### config.mk
export PLATFORM = sky130hd
export DESIGN_NAME = radar_azimuth_decoder
export DESIGN_NICKNAME = d
export VERILOG_FILES = /design/src/rtl/radar_azimuth_decoder.sv
export SDC_FILE = /design/constraint.sdc
export NUM_CORES = 1
export LEC_CHECK = 0
export BUFFER_PORTS_ARGS = -buffer_cell sky130_fd_sc_hd__buf_4
export CAP_MARGIN = 15
export CORE_ASPECT_RATIO = 1.75
export CORE_MARGIN = 10
export CORE_UTILIZATION = 55
export CTS_BUF_LIST = sky130_fd_sc_hd__clkbuf_8
export CTS_CLUSTER_SIZE = 30
export DETAILED_ROUTE_END_ITERATION = 8
export PLACE_DENSITY = 0.92
export SLEW_MARGIN = 15
export SYNTH_ARGS = -nofsm -noshare
export SYNTH_HDL_FRONTEND = slang
export SYNTH_SLANG_ARGS = --single-unit
### constraint.sdc
create_clock -name clk -period 4.1 [get_ports clk]
set_input_delay 0.41 -clock clk [delete_from_list [all_inputs] [get_ports clk]]
set_output_delay 0.41 -clock clk [all_outputs]
set_load 0.01 [all_outputs]
### src/rtl/radar_azimuth_decoder.sv
// -----------------------------------------------------------------------------
// radar_azimuth_decoder
//
// Receiving end of the radar ACP/ARP/trigger interface. Conditions the three
// asynchronous radar lines, tracks antenna azimuth as an ACP count that is
// re-indexed to zero on every ARP-qualified ACP edge (index event), checks each
// revolution for exactly ACP_PER_REV pulses and tags radar triggers with the
// azimuth at which they arrived.
//
// Parameters:
//   ACP_PER_REV  ACP pulses per revolution (power of two, <= 2**AZ_W)
//   AZ_W         azimuth width
//   WDOG_CYC     clk cycles without an ACP edge before the input is stale
//
// Ports:
//   clk          system clock
//   rst          asynchronous active-low reset
//   acp_in       ACP pulse train (async)
//   arp_in       ARP north marker, only high during an ACP high phase (async)
//   trig_in      radar trigger (async)
//   err_clr      synchronous clear of cnt_err
//   azimuth      current azimuth count
//   az_valid     high while locked
//   az_strobe    1-cycle pulse on every azimuth update
//   rev_strobe   1-cycle pulse on every index event
//   rev_count    index events since reset (wraps)
//   trig_strobe  1-cycle pulse per trigger rising edge
//   trig_az      azimuth captured at the last trigger
//   cnt_err      sticky per-revolution ACP count error
//   stale        high while the ACP input is stale
//   rev_period   clk cycles between the last two locked index events
//   period_valid 1-cycle pulse when rev_period updates
//
// Build option:
//   RADAR_DEC_PERIOD_EN  enables the revolution period counter; when undefined
//                        rev_period and period_valid are tied to 0.
// -----------------------------------------------------------------------------
module radar_azimuth_decoder #(
    parameter int unsigned ACP_PER_REV = 4096,
    parameter int unsigned AZ_W        = 12,
    parameter int unsigned WDOG_CYC    = 50000
) (
    input  logic            clk,
    input  logic            rst,
    input  logic            acp_in,
    input  logic            arp_in,
    input  logic            trig_in,
    input  logic            err_clr,
    output logic [AZ_W-1:0] azimuth,
    output logic            az_valid,
    output logic            az_strobe,
    output logic            rev_strobe,
    output logic [15:0]     rev_count,
    output logic            trig_strobe,
    output logic [AZ_W-1:0] trig_az,
    output logic            cnt_err,
    output logic            stale,
    output logic [31:0]     rev_period,
    output logic            period_valid
);

    localparam logic [1:0] ST_UNLOCKED = 2'd0;
    localparam logic [1:0] ST_LOCKED   = 2'd1;
    localparam logic [1:0] ST_STALE    = 2'd2;

    localparam logic [AZ_W-1:0] AZ_LAST  = AZ_W'(ACP_PER_REV - 1);
    localparam logic [AZ_W:0]   EDGE_OK  = (AZ_W+1)'(ACP_PER_REV - 1);
    localparam logic [15:0]     WDOG_MAX = 16'(WDOG_CYC);

    // Bit order in the conditioning pipeline: [0]=ACP, [1]=ARP, [2]=trigger
    logic [2:0] sync1, sync2, prev, rise_q;
    logic       arp_lvl_q;

    logic [1:0]      state;
    logic            arp_pend;
    logic [AZ_W:0]   edge_cnt;
    logic [15:0]     wdog, wdog_nxt;
    logic [AZ_W-1:0] az_inc;
    logic            acp_rise, arp_rise, trig_rise;
    logic            idx, step, err_set;

    // Two-flop synchronizer, then a registered rising-edge pulse. The ARP level
    // is delayed by one stage too so it lines up with the registered ACP edge.
    always_ff @(posedge clk or negedge rst) begin
        if (!rst) begin
            sync1     <= '0;
            sync2     <= '0;
            prev      <= '0;
            rise_q    <= '0;
            arp_lvl_q <= 1'b0;
        end else begin
            sync1     <= {trig_in, arp_in, acp_in};
            sync2     <= sync1;
            prev      <= sync2;
            rise_q    <= sync2 & ~prev;
            arp_lvl_q <= sync2[1];
        end
    end

    assign acp_rise  = rise_q[0];
    assign arp_rise  = rise_q[1];
    assign trig_rise = rise_q[2];

    assign idx     = acp_rise & (arp_pend | arp_lvl_q);
    assign step    = acp_rise & ~idx;
    assign err_set = idx && (state == ST_LOCKED) && (edge_cnt != EDGE_OK);

    assign az_valid = (state == ST_LOCKED);
    assign stale    = (state == ST_STALE);

    always_comb begin
        az_inc = (azimuth == AZ_LAST) ? '0 : azimuth + AZ_W'(1);
    end

    always_comb begin
        wdog_nxt = wdog;
        if (acp_rise)
            wdog_nxt = '0;
        else if (wdog != WDOG_MAX)
            wdog_nxt = wdog + 16'd1;
    end

    always_ff @(posedge clk or negedge rst) begin
        if (!rst) begin
            state       <= ST_UNLOCKED;
            arp_pend    <= 1'b0;
            edge_cnt    <= '0;
            wdog        <= '0;
            azimuth     <= '0;
            az_strobe   <= 1'b0;
            rev_strobe  <= 1'b0;
            rev_count   <= '0;
            trig_strobe <= 1'b0;
            trig_az     <= '0;
            cnt_err     <= 1'b0;
        end else begin
            az_strobe   <= 1'b0;
            rev_strobe  <= 1'b0;
            trig_strobe <= trig_rise;
            wdog        <= wdog_nxt;

            // Captures the register value before this cycle's update
            if (trig_rise)
                trig_az <= azimuth;

            if (idx)
                arp_pend <= 1'b0;
            else if (arp_rise)
                arp_pend <= 1'b1;

            if (err_set)
                cnt_err <= 1'b1;
            else if (err_clr)
                cnt_err <= 1'b0;

            if (idx) begin
                state      <= ST_LOCKED;
                azimuth    <= '0;
                az_strobe  <= 1'b1;
                rev_strobe <= 1'b1;
                rev_count  <= rev_count + 16'd1;
                edge_cnt   <= '0;
            end else begin
                if (step && (edge_cnt != '1))
                    edge_cnt <= edge_cnt + (AZ_W+1)'(1);

                case (state)
                    ST_LOCKED: begin
                        if (step) begin
                            azimuth   <= az_inc;
                            az_strobe <= 1'b1;
                        end
                        // Expiry is taken on the edge the counter reaches the
                        // limit, so stale and the full count appear together.
                        if (wdog_nxt == WDOG_MAX)
                            state <= ST_STALE;
                    end
                    default: ;
                endcase
            end
        end
    end

`ifdef RADAR_DEC_PERIOD_EN
    logic [31:0] per_cnt, per_inc;

    // Loading the incremented value makes rev_period the full edge-to-edge
    // cycle distance rather than one less.
    always_comb begin
        per_inc = (per_cnt == '1) ? per_cnt : per_cnt + 32'd1;
    end

    always_ff @(posedge clk or negedge rst) begin
        if (!rst) begin
            per_cnt      <= '0;
            rev_period   <= '0;
            period_valid <= 1'b0;
        end else begin
            period_valid <= 1'b0;
            if (idx) begin
                per_cnt <= '0;
                if (state == ST_LOCKED) begin
                    rev_period   <= per_inc;
                    period_valid <= 1'b1;
                end
            end else begin
                per_cnt <= per_inc;
            end
        end
    end
`else
    assign rev_period   = '0;
    assign period_valid = 1'b0;
`endif

endmodule

**Word level (Yosys, flattened, before mapping)**

Index checks and enable logic that the tools add are counted.

- Add/sub/neg operators: 4
- Equality and inequality tests: 7
- Muxes and demuxes: 19
- Bitwise operators: 6
- Reduce and logical (&&, ||, !) cells: 11

Operators by type and width:

| cell | number |
|---|---|
| $mux W12 | 4 |
| $add A16 B1 Y16 const B | 2 |
| $mux W16 | 2 |
| $mux W13 | 2 |
| $eq A16 B16 Y1 const B | 1 |
| $ne A16 B16 Y1 const B | 1 |
| $add A13 B1 Y13 const B | 1 |
| $ne A13 B12 Y1 const B | 1 |
| $ne A13 B13 Y1 const B | 1 |
| $add A12 B1 Y12 const B | 1 |
| $eq A12 B12 Y1 const B | 1 |
| $reduce_bool A2 Y1 | 6 |
| $mux W1 | 8 |
| $mux W2 | 3 |
| $reduce_and A2 Y1 | 2 |
| $and A3 B3 Y3 | 1 |
| $logic_and A1 B1 Y1 | 3 |
| $not A3 Y3 | 1 |
| $and A1 B1 Y1 | 2 |
| $eq A2 B1 Y1 const B | 1 |
| $eq A2 B2 Y1 const B | 1 |
| $not A1 Y1 | 1 |
| $or A1 B1 Y1 | 1 |

- Register bits: 89
- Bits of input ports: 6
- Output and inout bits: 79
- Word-level logic and storage cells: 63

**Longest topological paths before layout**

- Depth in word-level cells: 7
- Gate-level depth with buffers: 9
- Depth with buffers taken out: 8

**Worst setup path after synthesis**

Ideal clock, no wire load.

- Kind: register to register
- Start point: register wdog[0]
- End point: register state[0]
- Setup time: 0.121 ns
- Arrival: 2.324 ns
- Required time: 3.979 ns
- Setup slack: 1.654 ns
- Stages on the path, launching flop included: 9
- Buffers on the path: 0
- Path through: dfrtp_1 inv_1 ha_1 or4b_4 nor4_4 xnor2_1 nor2_1 or4_1 o22a_1

- Word-level cells in the longest chain between the ends: 6

Ends and longest elaborated chain:

| element | RTL line | text |
|---|---|---|
| from (decl) | 77 | `logic [15:0] wdog, wdog_nxt;` |
| from (signal assigned) | 140 | `wdog <= wdog_nxt;` |
| $add A16 B1 Y16 / $ne A16 B16 Y1 (equally long branches) | 120, 119 |  |
| $mux W16 * | 119 | `else if (wdog != WDOG_MAX)` |
| $mux W16 * | 117 | `if (acp_rise)` |
| net wdog_nxt[0] | 77 |  |
| $eq A16 B16 Y1 * | 175 | `if (wdog_nxt == WDOG_MAX)` |
| $reduce_bool A2 Y1 (no line) * | -- |  |
| $reduce_and A2 Y1 (no line) * | -- |  |
| to (signal assigned) | 125 | `state <= ST_UNLOCKED;` |
| to (signal assigned) | 157 | `state <= ST_LOCKED;` |
| to (signal assigned) | 176 | `state <= ST_STALE;` |
| to (decl) | 74 | `logic [1:0] state;` |

The timed path passes the listed nets; every way through them passes the cells marked *.
A chain may end at the register's enable or synchronous reset.

**Worst setup path after layout**

- Start point: register rise_q[0]
- End point: register edge_cnt[7]

- Word-level cells in the longest chain between the ends: 5

Ends and longest elaborated chain:

| element | RTL line | text |
|---|---|---|
| from (decl) | 71 | `logic [2:0] sync1, sync2, prev, rise_q;` |
| from (signal assigned) | 95 | `rise_q <= sync2 & ~prev;` |
| $and A1 B1 Y1 | 104 | `assign idx = acp_rise & (arp_pend \| arp_lvl_q);` |
| $not A1 Y1 | 105 | `assign step = acp_rise & ~idx;` |
| $and A1 B1 Y1 | 105 |  |
| $logic_and A1 B1 Y1 | 164 | `if (step && (edge_cnt != '1))` |
| $reduce_bool A2 Y1 (no line) | -- |  |
| to (signal assigned) | 165 | `edge_cnt <= edge_cnt + (AZ_W+1)'(1);` |
| to (decl) | 76 | `logic [AZ_W:0] edge_cnt;` |

Parallel ways exist; a longest one is shown, timed or not.

==> qor_table.md <==
| Quantity | This run |
| --- | --- |
| Status | finished clean |
| Setup total negative slack | 0 ns |
| CP max FO | 29 |
| Input/output buffers | 51 |
| Total track usage | 0.1630 |
| I/O Pins | 85 |
| Placer's final routability congestion estimate | 0.9140 |
| Post-Route WL | 9.471 mm |
| Met1 global-route usage | 0.1720 |
| Worst hold margin | 0.06705 ns |
| Global-route wire length before repair | 15.50 mm |
| Clk Latency, worst-skew pair | 0.38 ns |
| DP Cell Count | 522 |
| Sequential cell area fraction in the yosys report | 0.5215 |
| PD cells | 386.2 nW/µm² |
| Diodes inserted | 0 |
| Via count of the first global-routing pass | 3182 |
| Fin. max-slew vios | 0 |
| Finished Layout Cells | 538 |
| Min-delay worst type | input port to async pin |
| CP Cell Sequence | nand2_1 -> a31oi_1 -> nand3_1 -> or4_1 -> nand2_1 |
| Unrepaired setup endpoints after global routing | false |
| Detailed-routing iteration count for the pre-antenna-repair pass | 6 |
| Num rows | 42 |
| Ys async rst share | 1.000 |
| Yosys top cell by area | sky130_fd_sc_hd__dfrtp_1 |
| Delay of the slowest cell on the worst path | 0.97 ns |
| Global route hottest layer | met2 |
| Fraction of final layout cells sized beyond drive strength 1 | 0.1978 |
| Avg Vias per Cell | 5.706 |
| Gate count after technology mapping | 395 |
| Maximum clock insertion buffer count | 2 |
| Total number of H-tree levels | 3 |
| Number of nets in the layout | 456 |
| Post-detail-place hpwl | 6.785 mm |
| Setup-failing EPs final | 0 |
| Reg-to-Reg Start | rise_q[0]$_DFF_PN0_ |
| Count of cells resized by post-cts repair | 0 |
| Static Leak | 0.002278 µW |
| Arrival @ worst endpoint | 3.10 ns |
| Startpoint type of the worst setup path | flop |
| Number of storage elements in the synthesis netlist | 88 |
| CP max-delay cell | sky130_fd_sc_hd__dfrtp_1 |
| Final period utilization | 0.6792 |
| Number of synthesized flops with an enable pin | 0 |
| Most used standard cell by instance count after synthesis | sky130_fd_sc_hd__dfrtp_1 |
| TritonCTS Buffers | 9 |
| Slew Limit Headroom | 0.3383 |
| Pin count of the biggest net entering global routing | 89 |
| Cell chosen for the clock root | sky130_fd_sc_hd__clkbuf_8 |
| TritonCTS clock tree | built |
| CTS clock-pin slew for the worst setup and hold paths | 0.09 ns |
| Launching instance or port of the critical path | rise_q[0]$_DFF_PN0_ |
| Initial antenna violation count | 0 |
| Req. time, crit path | 4.42 ns |
| Post-synthesis area per instance | 10.69 µm² |
| Die X-Extent | 86.24 µm |
| Detail-routed net length per standard cell | 17.60 µm |
| Yosys warning total | 0 |
| Cts-stage hold buffer count | 0 |
| Number of distinct standard cells referenced by the synthesized netlist | 50 |
| VDD IR max | 0.0002413 V |
| Post-synth top area share | 0.5215 |
| Fin Clk Skew | 0.01489 ns |
| Core footprint | 7515 µm² |
| Max-cap violation count | 0 |
| Detailed-route via count | 3070 |
| Antenna violation net count after detailed routing | 0 |
| Final Hold Viols | 0 |
| Layout overhead on the synthesized area | 11.56% |
| Met3 routing resource usage after global routing | 0.05333 |
| Critical path buffer and inverter count | 0 |
| Grt met2 use | 0.2855 |
| Register-to-register setup slack | 1.32 ns |
| Most common cell type on the critical path | sky130_fd_sc_hd__nand2_1 |
| Number of buffers inserted to repair setup after CTS | 0 |
| Synth top area cells | sky130_fd_sc_hd__dfrtp_1, sky130_fd_sc_hd__buf_4, sky130_fd_sc_hd__xnor2_1, sky130_fd_sc_hd__xor2_1, sky130_fd_sc_hd__mux2_2 |
| Largest delay contributor family on the critical path | simple AND/OR/NAND/NOR gates |
| Post-synth design cell area | 4223 µm² |
| Area of the die | 11720 µm² |
| Overflow left after global routing | 0 |
| 1st-iter DRT viols | 336 |
| Crit end category | flop |
| Worst Max-Slew Pin Slew | 0.9879 ns |
| Clock Sink Count | 88 |
| Most used standard cells in the synthesized netlist | sky130_fd_sc_hd__dfrtp_1, sky130_fd_sc_hd__nor2_1, sky130_fd_sc_hd__buf_4, sky130_fd_sc_hd__nand2_1, sky130_fd_sc_hd__xnor2_1 |
| Critical path class | flop to flop |
| Die Y | 135.9 µm |
| Upper clock frequency limit | 0.3591 GHz |
| Tmin final | 2.785 ns |
| Drc violations | 0 |
| Initial core utilization | 0.5619 |
| Most frequently used flop master after synthesis | sky130_fd_sc_hd__dfrtp_1 |
## cell usage in the layout (no fill, tap or decap), types with 12 or more instances in the layout
cell                       n
sky130_fd_sc_hd__nand3_1  19
sky130_fd_sc_hd__mux2_2   13
sky130_fd_sc_hd__xnor2_1  22
sky130_fd_sc_hd__conb_1   33
sky130_fd_sc_hd__xor2_1   18
sky130_fd_sc_hd__inv_1    12
sky130_fd_sc_hd__and3_1   12
sky130_fd_sc_hd__buf_4    52
sky130_fd_sc_hd__nor2_1   38
sky130_fd_sc_hd__nand2_1  34
sky130_fd_sc_hd__dfrtp_1  88
## routing by layer
| layer | routed length (µm) | vias to the layer above |
|---|---|---|
| li1 | - | 1383 |
| met1 | 3380 | 1500 |
| met2 | 5103 | 160 |
| met3 | 712 | 27 |
| met4 | 275 | 0 |
| met5 | 0 | - |
## power by group
group / total, µW / internal [µW] / switching, µW
Sequential: 1010 / 926 / 81.8
Clock: 571 / 230 / 341
Combinational: 241 / 107 / 134
## cell type report
| class | count | area (µm²) |
|---|---|---|
| repair buffers | 53 | 401.6 |
| well taps | 88 | 110.1 |
| clock inverters | 7 | 65.06 |
| clock buffers | 9 | 123.9 |
| flip-flops and latches | 88 | 2202 |
| multi-input cells | 281 | 1763 |
| inverters | 12 | 45.04 |
| fillers | 566 | 2804 |
## registers in the layout (all words and copies together) (netlist names)
name	flops
rev_count	16
wdog	16
edge_cnt	13
azimuth	12
trig_az	12
prev	3
rise_q	3
sync1	3
sync2	3
state	2
arp_pend	1
az_strobe	1
cnt_err	1
rev_strobe	1
trig_strobe	1
## worst paths after layout
| check | to | cells after the start |
|---|---|---|
| setup / recovery | edge_cnt[7]$_DFFE_PN0P_ | 5 |
| hold / removal | rev_count[7]$_DFFE_PN0P_ | 1 |
| setup reg to reg | edge_cnt[7]$_DFFE_PN0P_ | 5 |
| hold reg to reg | sync2[0]$_DFF_PN0_ | 0 |
| max in group asynchronous | cnt_err$_DFFE_PN0P_ | 1 |
| min in group clk | sync1[2]$_DFF_PN0_ | 1 |
## through the flow
step                cell area [µm²]  utilization  worst slack (ns)  power (µW)
floorplan                      4343            -             1.654        1178
global placement               4518       0.6012             1.564        1242
detailed placement             4518       0.6012             1.370        1266
CTS                            4707       0.6264             1.356        1835
global route                   4711       0.6269             1.137        1909
finish                         4711       0.6269             1.315        1819
## kinds of logic (layout without fill, tap and decap cells)
logic type	count (synthesis)	after routing	synth area share
other	1	33	0.0008880
adders and majority gates	5	5	0.01481
DFF	88	88	0.5215
buffers and inverters	58	81	0.08948
xor gates and xnor gates	40	40	0.08296
muxes	16	16	0.04178
AOI/OAI and AO/OA	35	35	0.05689
and+or+nand+nor	152	152	0.1917
Power figures use the tool's default switching activity.
